File: src/rtl/spi_flash_phy.sv
`timescale 1ns/1ps
// -----------------------------------------------------------------------------
// spi_flash_phy
//   Byte-level SPI slave PHY (mode 0, single-bit I/O) for the flash emulator.
//   The SPI pins are oversampled on clk. MOSI is deserialised into bytes for
//   the command decoder, and the decoder's response byte is serialised onto
//   MISO, MSB first.
//
// Parameters
//   FILL_BYTE    byte shifted out when tx_valid=0 at a byte load point
//   SYNC_STAGES  flops per pin synchroniser (legal range 2..4)
//   CNT_WIDTH    width of the per-frame byte counter
//
// Ports
//   clk          system clock, every flop runs on it
//   rstn         asynchronous active-low reset
//   spi_cs_n     chip select from the target (async, active low)
//   spi_clk      SPI clock from the target (async)
//   spi_mosi     serial data in
//   spi_miso     serial data out, idles high
//   spi_miso_oe  high while a frame is active
//   tx_valid     tx_data is valid for the next byte load
//   tx_data      response byte, MSB first
//   rx_data      last complete received byte
//   rx_strobe    one-cycle pulse, rx_data valid in the same cycle
//   frame_active high from synchronised CS fall to synchronised CS rise
//   frame_abort  one-cycle pulse when CS rises with a partial byte
//   byte_cnt     complete bytes in the current frame, saturating
// -----------------------------------------------------------------------------
module spi_flash_phy #(
    parameter logic [7:0] FILL_BYTE   = 8'hFF,
    parameter int         SYNC_STAGES = 2,
    parameter int         CNT_WIDTH   = 16
) (
    input  logic                 clk,
    input  logic                 rstn,
    input  logic                 spi_cs_n,
    input  logic                 spi_clk,
    input  logic                 spi_mosi,
    output logic                 spi_miso,
    output logic                 spi_miso_oe,
    input  logic                 tx_valid,
    input  logic [7:0]           tx_data,
    output logic [7:0]           rx_data,
    output logic                 rx_strobe,
    output logic                 frame_active,
    output logic                 frame_abort,
    output logic [CNT_WIDTH-1:0] byte_cnt
);

    typedef enum logic [1:0] {
        ST_ARM    = 2'd0,
        ST_IDLE   = 2'd1,
        ST_ACTIVE = 2'd2
    } state_t;

    // Pin vector: [2]=cs_n, [1]=sclk, [0]=mosi
    logic [2:0] w_pins;
    logic [2:0] w_sync;
    assign w_pins = {spi_cs_n, spi_clk, spi_mosi};

    // Synchronisers reset to 0 so that a CS held low through reset release
    // never looks like a high level to the ARM state.
    generate
        for (genvar gi = 0; gi < 3; gi++) begin : g_sync
            logic [SYNC_STAGES-1:0] r_chain;
            always_ff @(posedge clk or negedge rstn) begin
                if (!rstn) begin
                    r_chain <= '0;
                end else begin
                    r_chain <= {r_chain[SYNC_STAGES-2:0], w_pins[gi]};
                end
            end
            assign w_sync[gi] = r_chain[SYNC_STAGES-1];
        end
    endgenerate

    logic r_cs_hist;
    logic r_sclk_hist;

    always_ff @(posedge clk or negedge rstn) begin
        if (!rstn) begin
            r_cs_hist   <= 1'b0;
            r_sclk_hist <= 1'b0;
        end else begin
            r_cs_hist   <= w_sync[2];
            r_sclk_hist <= w_sync[1];
        end
    end

    logic w_cs_fall;
    logic w_cs_rise;
    logic w_sclk_rise;
    logic w_sclk_fall;
    logic w_mosi;

    assign w_cs_fall   =  r_cs_hist   & ~w_sync[2];
    assign w_cs_rise   = ~r_cs_hist   &  w_sync[2];
    assign w_sclk_rise =  w_sync[1]   & ~r_sclk_hist;
    assign w_sclk_fall = ~w_sync[1]   &  r_sclk_hist;
    assign w_mosi      =  w_sync[0];

    // State and datapath registers
    state_t               r_state;
    logic [6:0]           r_rx_shift;
    logic [2:0]           r_bit_cnt;
    logic [7:0]           r_tx_shift;
    logic                 r_load_pending;
    logic [7:0]           r_rx_data;
    logic                 r_rx_strobe;
    logic                 r_abort;
    logic                 r_active;
    logic [CNT_WIDTH-1:0] r_byte_cnt;

    state_t               w_state_next;
    logic [6:0]           w_rx_shift_next;
    logic [2:0]           w_bit_cnt_next;
    logic [7:0]           w_tx_shift_next;
    logic                 w_load_pending_next;
    logic [7:0]           w_rx_data_next;
    logic                 w_rx_strobe_next;
    logic                 w_abort_next;
    logic                 w_active_next;
    logic [CNT_WIDTH-1:0] w_byte_cnt_next;

    logic [7:0]           w_load_byte;
    logic [7:0]           w_tx_fall_val;
    logic [CNT_WIDTH-1:0] w_byte_cnt_inc;

    assign w_load_byte    = tx_valid ? tx_data : FILL_BYTE;
    // On a falling SCLK the shifter either takes the next response byte
    // (first fall after a completed byte) or advances by one bit.
    assign w_tx_fall_val  = r_load_pending ? w_load_byte : {r_tx_shift[6:0], 1'b0};
    assign w_byte_cnt_inc = (&r_byte_cnt) ? r_byte_cnt : r_byte_cnt + CNT_WIDTH'(1);

    always_comb begin
        w_state_next        = r_state;
        w_rx_shift_next     = r_rx_shift;
        w_bit_cnt_next      = r_bit_cnt;
        w_tx_shift_next     = r_tx_shift;
        w_load_pending_next = r_load_pending;
        w_rx_data_next      = r_rx_data;
        w_rx_strobe_next    = 1'b0;
        w_abort_next        = 1'b0;
        w_active_next       = r_active;
        w_byte_cnt_next     = r_byte_cnt;

        case (r_state)
            ST_ARM: begin
                w_active_next = 1'b0;
                if (w_sync[2]) begin
                    w_state_next = ST_IDLE;
                end
            end

            ST_IDLE: begin
                w_active_next = 1'b0;
                // SCLK edges coinciding with the CS fall are ignored here.
                if (w_cs_fall) begin
                    w_bit_cnt_next      = 3'd0;
                    w_byte_cnt_next     = '0;
                    w_tx_shift_next     = w_load_byte;
                    w_load_pending_next = 1'b0;
                    w_active_next       = 1'b1;
                    w_state_next        = ST_ACTIVE;
                end
            end

            ST_ACTIVE: begin
                // A rising edge is processed before a simultaneous CS rise so
                // the 8th bit still completes its byte.
                if (w_sclk_rise) begin
                    w_rx_shift_next = {r_rx_shift[5:0], w_mosi};
                    w_bit_cnt_next  = r_bit_cnt + 3'd1;
                    if (r_bit_cnt == 3'd7) begin
                        w_rx_data_next      = {r_rx_shift, w_mosi};
                        w_rx_strobe_next    = 1'b1;
                        w_byte_cnt_next     = w_byte_cnt_inc;
                        w_load_pending_next = 1'b1;
                    end
                end

                if (w_cs_rise) begin
                    // Bits left over after any completing edge mean a partial byte.
                    w_abort_next        = (w_bit_cnt_next != 3'd0);
                    w_load_pending_next = 1'b0;
                    w_active_next       = 1'b0;
                    w_state_next        = ST_IDLE;
                end else if (w_sclk_fall) begin
                    w_tx_shift_next     = w_tx_fall_val;
                    w_load_pending_next = 1'b0;
                end
            end

            default: begin
                w_state_next  = ST_ARM;
                w_active_next = 1'b0;
            end
        endcase
    end

    always_ff @(posedge clk or negedge rstn) begin
        if (!rstn) begin
            r_state        <= ST_ARM;
            r_rx_shift     <= '0;
            r_bit_cnt      <= '0;
            r_tx_shift     <= '0;
            r_load_pending <= 1'b0;
            r_rx_data      <= '0;
            r_rx_strobe    <= 1'b0;
            r_abort        <= 1'b0;
            r_active       <= 1'b0;
            r_byte_cnt     <= '0;
        end else begin
            r_state        <= w_state_next;
            r_rx_shift     <= w_rx_shift_next;
            r_bit_cnt      <= w_bit_cnt_next;
            r_tx_shift     <= w_tx_shift_next;
            r_load_pending <= w_load_pending_next;
            r_rx_data      <= w_rx_data_next;
            r_rx_strobe    <= w_rx_strobe_next;
            r_abort        <= w_abort_next;
            r_active       <= w_active_next;
            r_byte_cnt     <= w_byte_cnt_next;
        end
    end

    // MISO follows the shifter MSB during a frame and idles high otherwise.
    assign spi_miso     = r_active ? r_tx_shift[7] : 1'b1;
    assign spi_miso_oe  = r_active;
    assign frame_active = r_active;
    assign rx_data      = r_rx_data;
    assign rx_strobe    = r_rx_strobe;
    assign frame_abort  = r_abort;
    assign byte_cnt     = r_byte_cnt;

endmodule

File: config.mk
export PLATFORM = sky130hd
export DESIGN_NAME = spi_flash_phy
export DESIGN_NICKNAME = d
export VERILOG_FILES = /design/src/rtl/spi_flash_phy.sv
export SDC_FILE = /design/constraint.sdc
export NUM_CORES = 1
export LEC_CHECK = 0
export ABC_AREA = 0
export BUFFER_PORTS_ARGS = -buffer_cell sky130_fd_sc_hd__buf_2
export CORE_ASPECT_RATIO = 1.1
export CORE_MARGIN = 2
export CORE_UTILIZATION = 30
export CTS_CLUSTER_DIAMETER = 50
export DETAILED_ROUTE_END_ITERATION = 10
export GPL_ROUTABILITY_DRIVEN = 0
export GPL_TIMING_DRIVEN = 0
export PLACE_DENSITY = 0.44
export SETUP_SLACK_MARGIN = 0.1
export SKIP_LAST_GASP = 1
export SLEW_MARGIN = 20
export SYNTH_ARGS = -nofsm -noshare
export SYNTH_HDL_FRONTEND = slang
export SYNTH_SLANG_ARGS = --single-unit
File: constraint.sdc
create_clock -name clk -period 2.2 [get_ports clk]
set_input_delay 0.44 -clock clk [delete_from_list [all_inputs] [get_ports clk]]
set_output_delay 0.44 -clock clk [all_outputs]
set_load 0.01 [all_outputs]
# ---- After elaboration in Yosys (flattened, before gate mapping)
# Index checks and enable logic that the tools add are counted.
# Widths: inputs -> output; s select.
dict set report word_totals {
  register_bits 56
}
dict set report op_classes {
  n_mux 34
  bitwise_logic 8
  n_reduce_logical 11
  add_sub_neg 2
  n_eq_ne 13
}
# operator count
set op_table {}
lappend op_table {{$mux 16} 4}
lappend op_table {{$mux 8} 5}
lappend op_table {{$pmux 16 s2} 1}
lappend op_table {{$add 16x1->16 const B} 1}
lappend op_table {{$ne 2x2->1 const B} 8}
lappend op_table {{$pmux 8 s2} 1}
lappend op_table {{$reduce_and 16->1} 1}
lappend op_table {{$mux 1} 13}
lappend op_table {{$mux 3} 3}
lappend op_table {{$ne 4x4->1 const B} 2}
lappend op_table {{$reduce_and 4->1} 2}
lappend op_table {{$mux 2} 3}
lappend op_table {{$pmux 2 s3} 1}
lappend op_table {{$pmux 3 s2} 1}
lappend op_table {{$reduce_and 3->1} 2}
lappend op_table {{$reduce_and 5->1} 1}
lappend op_table {{$and 1x1->1} 4}
lappend op_table {{$not 1->1} 4}
lappend op_table {{$pmux 1 s2} 2}
lappend op_table {{$reduce_and 2->1} 2}
lappend op_table {{$add 3x1->3 const B} 1}
lappend op_table {{$eq 3x3->1 const B} 1}
lappend op_table {{$reduce_bool 3->1} 1}
lappend op_table {{$eq 2x1->1 const B} 1}
lappend op_table {{other kinds (3)} 3}

# ---- Longest topological paths before layout
dict set report depth {
  ltp_word 7
  ltp_mapped 7
  ltp_nobuf 6
}

# ---- Worst setup path after synthesis
# No wires, ideal clock.
dict set report synth_timing {
  path_kind {register -> register}
  startpoint {reg r_byte_cnt[0] (netlist: byte_cnt[0])}
  endpoint {reg r_byte_cnt[14] (netlist: byte_cnt[14])}
  path_buffers 1
  required_time_ns 2.076
  arrival_time_ns 1.750
  stages_incl_launch_ff 7
  setup_ns 0.124
  path_slack_ns 0.326
  path_cell_list {dfrtp_1 > ha_1 > nand3_2 > or2_1 > buf_6 > o311a_1 > a211o_1}
}
dict set report synth_between {
  elab_chain_cells 5
  word_cells_on_any_way 8
}
# element line_no
set synth_rtl {}
lappend synth_rtl {{start: declaration} 113} ;# logic [CNT_WIDTH-1:0] r_byte_cnt;
lappend synth_rtl {{start signal: assignment} 224} ;# r_byte_cnt <= w_byte_cnt_next;
lappend synth_rtl {{$add 16x1->16} 134} ;# assign w_byte_cnt_inc = (&r_byte_cnt) ? r_byte_cnt : r_byte_cnt + CNT_WIDTH'(1);
lappend synth_rtl {{$mux 16} 134}
lappend synth_rtl {{$mux 16} 175} ;# if (r_bit_cnt == 3'd7) begin
lappend synth_rtl {{$mux 16} 172} ;# if (w_sclk_rise) begin
lappend synth_rtl {{$pmux 16 s2} 148} ;# case (r_state)
# Several ways; a longest one is shown, not always the timed one. The select of a mux whose other input is x is not followed.
# A chain may end at the register's enable or synchronous reset.

# ---- Final worst setup path
dict set report layout_timing {
  startpoint {reg r_byte_cnt[1] (netlist: byte_cnt[1])}
  endpoint {reg r_byte_cnt[14] (netlist: byte_cnt[14])}
}
# Same word-level chain as after synthesis.

==> summary.md <==
| Metric | Value |
|---|---|
| Final total power | `around 2 mW` |
| Shortest period the worst path allows | `2006 ps` |
| Grt ovf | `0` |
| Via-per-instance ratio | `~5` |
| Main flop type after synthesis | `sky130_fd_sc_hd__dfrtp_1` |
| Fraction of final layout cells with drive strength greater than 1 | `25.93%` |
| Cell count after synthesis | `247` |
| Final wirelength | `between 6000 and 7000 um` |
| Met1 WL | `slightly below 3000 um` |
| Count of H-tree levels built during CTS | `2` |
| Startpoint of the worst-slack reg-to-reg timing path | `byte_cnt[1]$_DFFE_PN0P_` |
| Max Cap Viol | `0` |
| Power density of the placed cells | `between 600 and 700 mW/mm^2` |
| Met2 wirelength from detailed routing | `around 3000 um` |
| Crit path max fanout | `7` |
| Leading post-synthesis cells by cell area | `sky130_fd_sc_hd__dfrtp_1 53%, sky130_fd_sc_hd__nand2_1 6.0%, sky130_fd_sc_hd__mux2_2 3.4%` |
| Die ar. | `0.009572 sq mm` |
| Avg Inst Size Synth | `10.69 sq um` |
| Hold-fix buffer count after cts | `0` |
| Setup Slack @ Placement | `between 150 and 200 ps` |
| Max Slew Vio Count | `0` |
| Skew-Pair Late Insertion Delay | `about 320 ps` |
| Pin count of the biggest net entering global routing | `57` |
| Arrival @ worst endpoint | `2220 ps` |
| Outcome | `finished, final reports clean` |
| Kind of path behind the tightest hold check | `input pin to asynchronous set/reset pin` |
| Pre-antenna DRT Iters | `4` |
| Final Net Count | `between 300 and 400` |
| Count of input and output buffers | `42` |
| Leak Pwr | `1.485 nW` |
| Total via count after detailed routing | `2057` |
| Post-CTS setup-driven buffer insertion count | `0` |
| Detail-routed net length per standard cell | `14.93 um` |
| HPWL after detailed placement | `4102 um` |
| Sequential cell area fraction in the yosys report | `53.06%` |
| Residual DRC | `0` |
| Setup total negative slack | `0 ps` |
| Via count of the first global-routing pass | `~2000` |
| Most frequent cells after synthesis | `56 x sky130_fd_sc_hd__dfrtp_1, 42 x sky130_fd_sc_hd__nand2_1, 14 x sky130_fd_sc_hd__nor2_1, 9 x sky130_fd_sc_hd__inv_1` |
| CTS buffer count | `5` |
| Final setup violation count | `0` |
| Vert. Die Dim | `between 100 and 150 um` |
| Number of inserted diodes | `0` |
| Antenna-violating nets left | `0` |
| Post-synthesis cell type with the largest combined area | `sky130_fd_sc_hd__dfrtp_1` |
| Library cells used by synthesis | `53` |
| Die Width | `approximately 93 um` |
| Std-Cell Core Area | `~0.0085 sq mm` |
| Clock input transition at the sequential cells of the worst setup and hold paths | `110 ps` |
| Total track usage | `between 10% and 20%` |
| Final-report hold violation count | `0` |
| CP Launch Point | `byte_cnt[1]$_DFFE_PN0P_` |
| Synthesis-to-finish area growth | `16.86%` |
| Slew HR | `52.66%` |
| Critical Path RT | `roughly 2400 ps` |
| Critical setup path kind | `register to register` |
| Fraction of post-synthesis cell area in the top cell type by area | `53.06%` |
| VDD IR-drop max | `271.0 uV` |
| Initial antenna violation count | `0` |
| Tightest Pin Transition | `710.1 ps` |
| DRC violation total after the first TritonRoute iteration | `109` |
| Global-route wire length before repair | `10150 um` |
| Number of cells on the worst reg-to-reg path | `6` |
| Worst clock skew | `12.00 ps` |
| Internal reg-to-reg setup slack | `190 ps` |
| Post-layout utilization of the core | `around 37%` |
| Critical path startpoint category | `register` |
| Count of synthesis-stage warnings from yosys | `0` |
| TritonCTS clock tree | `done` |
| Clock Tree Root | `sky130_fd_sc_hd__clkbuf_8` |
| Terminus of the critical flop-to-flop path | `byte_cnt[14]$_DFFE_PN0P_` |
| Routed wl met3 | `about 140 um` |
| Synth Net Count | `264` |
| Cell area after synthesis | `0.002641 sq mm` |
| Slack of the critical path | `a little under 200 ps` |
| Post-synth EDFFs | `0` |
| Initial Utilization | `31.25%` |
| Worst-case clock buffer depth | `2` |
| Period utilization | `around nine tenths` |
| Worst hold-check slack | `about 160 ps` |
| Max layer used | `met4` |
| Unrepaired setup endpoints after global routing | `no` |
| Proportion of synthesized flip-flops having asynchronous set or reset | `100.0%` |
| Maximum clock rate | `~500 MHz` |
| Clock sink count | `56` |
| Sort of element at the end of the critical path | `register` |
| Io pins | `between 40 and 50` |
| Yosys reg bits | `56` |
| Row cnt | `35` |
| Most numerous cell in the Yosys netlist | `sky130_fd_sc_hd__dfrtp_1` |
-- placed cells by master, fill, tap and decap left out, drive strengths merged, types with 2 or more instances in the layout --
cell type  count
nor2          14
nand4          4
nor3           5
dfrtp         56
a41oi          2
o21ai          9
clkinvlp       2
a31oi          4
and3           2
mux2           8
a21oi          5
buf           50
inv            9
ha             3
nor4           5
nand2b         4
nand3          7
nor3b          7
a21o           2
nand2         42
o22a           5
or2            3
a2bb2oi        3
a2111oi        3
a21boi         2
o31ai          7
a22o           2
a211oi         5
clkbuf         9
-- logic make-up (layout without fill, tap and decap cells) --
family,count (synthesis),after routing,share of synthesized area (%)
and+or+nand+nor,100,100,20.08
DFF,56,56,53.06
adders and majority gates,3,3,1.421
AOI/OAI and AO/OA,58,58,17.76
buffers and inverters,21,71,3.884
muxes,9,9,3.790
-- stage by stage --
stage	cell area, sq um	std cells
2_1_floorplan	2641	247
3_3_place_gp	2990	400
3_5_place_dp	2993	400
4_1_cts	3085	408
5_1_grt	3087	408
6_report	3087	408
-- worst max path at each step --
stage	slack [ps]	end	depth (start not counted)
after floorplan	330	byte_cnt[14]$_DFFE_PN0P_	6
after global placement	140	byte_cnt[14]$_DFFE_PN0P_	6
after detailed placement	160	byte_cnt[14]$_DFFE_PN0P_	6
after CTS	150	byte_cnt[14]$_DFFE_PN0P_	6
after global routing	120	byte_cnt[14]$_DFFE_PN0P_	6
final	190	byte_cnt[14]$_DFFE_PN0P_	6
-- final cells by class --
| type | instances | area (sq um) |
|---|---|---|
| Fill cell | 907 | 5365 |
| Sequential cell | 56 | 1403 |
| Multi-Input combinational cell | 170 | 1137 |
| Timing Repair Buffer | 42 | 212.7 |
| Tap cell | 111 | 138.9 |
| Clock buffer | 5 | 68.82 |
| Buffer | 12 | 68.82 |
| Inverter | 9 | 33.78 |
| Clock inverter | 3 | 23.77 |
-- state kept, by name, indices dropped and copies added, names as in the netlist, 2 cells and up --
register / flops
r_bit_cnt: 3
byte_cnt: 16
r_state: 2
g_sync.r_chain: 6
r_tx_shift: 8
r_rx_shift: 7
rx_data: 8
-- power by group --
group | switching [mW] | total (mW) | internal (mW)
clock network | 0.356 | 0.582 | 0.227
logic | 0.126 | 0.228 | 0.102
registers | 0.0611 | 1.18 | 1.12
-- metal layers --
metal  up-vias  GRT usage, %
li1       1003             -
met1      1022         18.48
met2        30         22.41
met3         2         1.991
met4         0         4.186
met5         -             0
-- worst max-delay path, cell delays in order (launching register included) --
cell	delay (ps)
sky130_fd_sc_hd__dfrtp_1	470
sky130_fd_sc_hd__ha_1	330
sky130_fd_sc_hd__nand3_2	170
sky130_fd_sc_hd__or2_1	270
sky130_fd_sc_hd__buf_6	140
sky130_fd_sc_hd__o311a_1	280
sky130_fd_sc_hd__a211o_1	260
-- timing repair --
item	in CTS	in global routing
endpoints found under the hold margin	0	0
setup endpoints to repair	0	1
resized for setup	0	1
No activity file was read; power rests on OpenSTA's default activity.
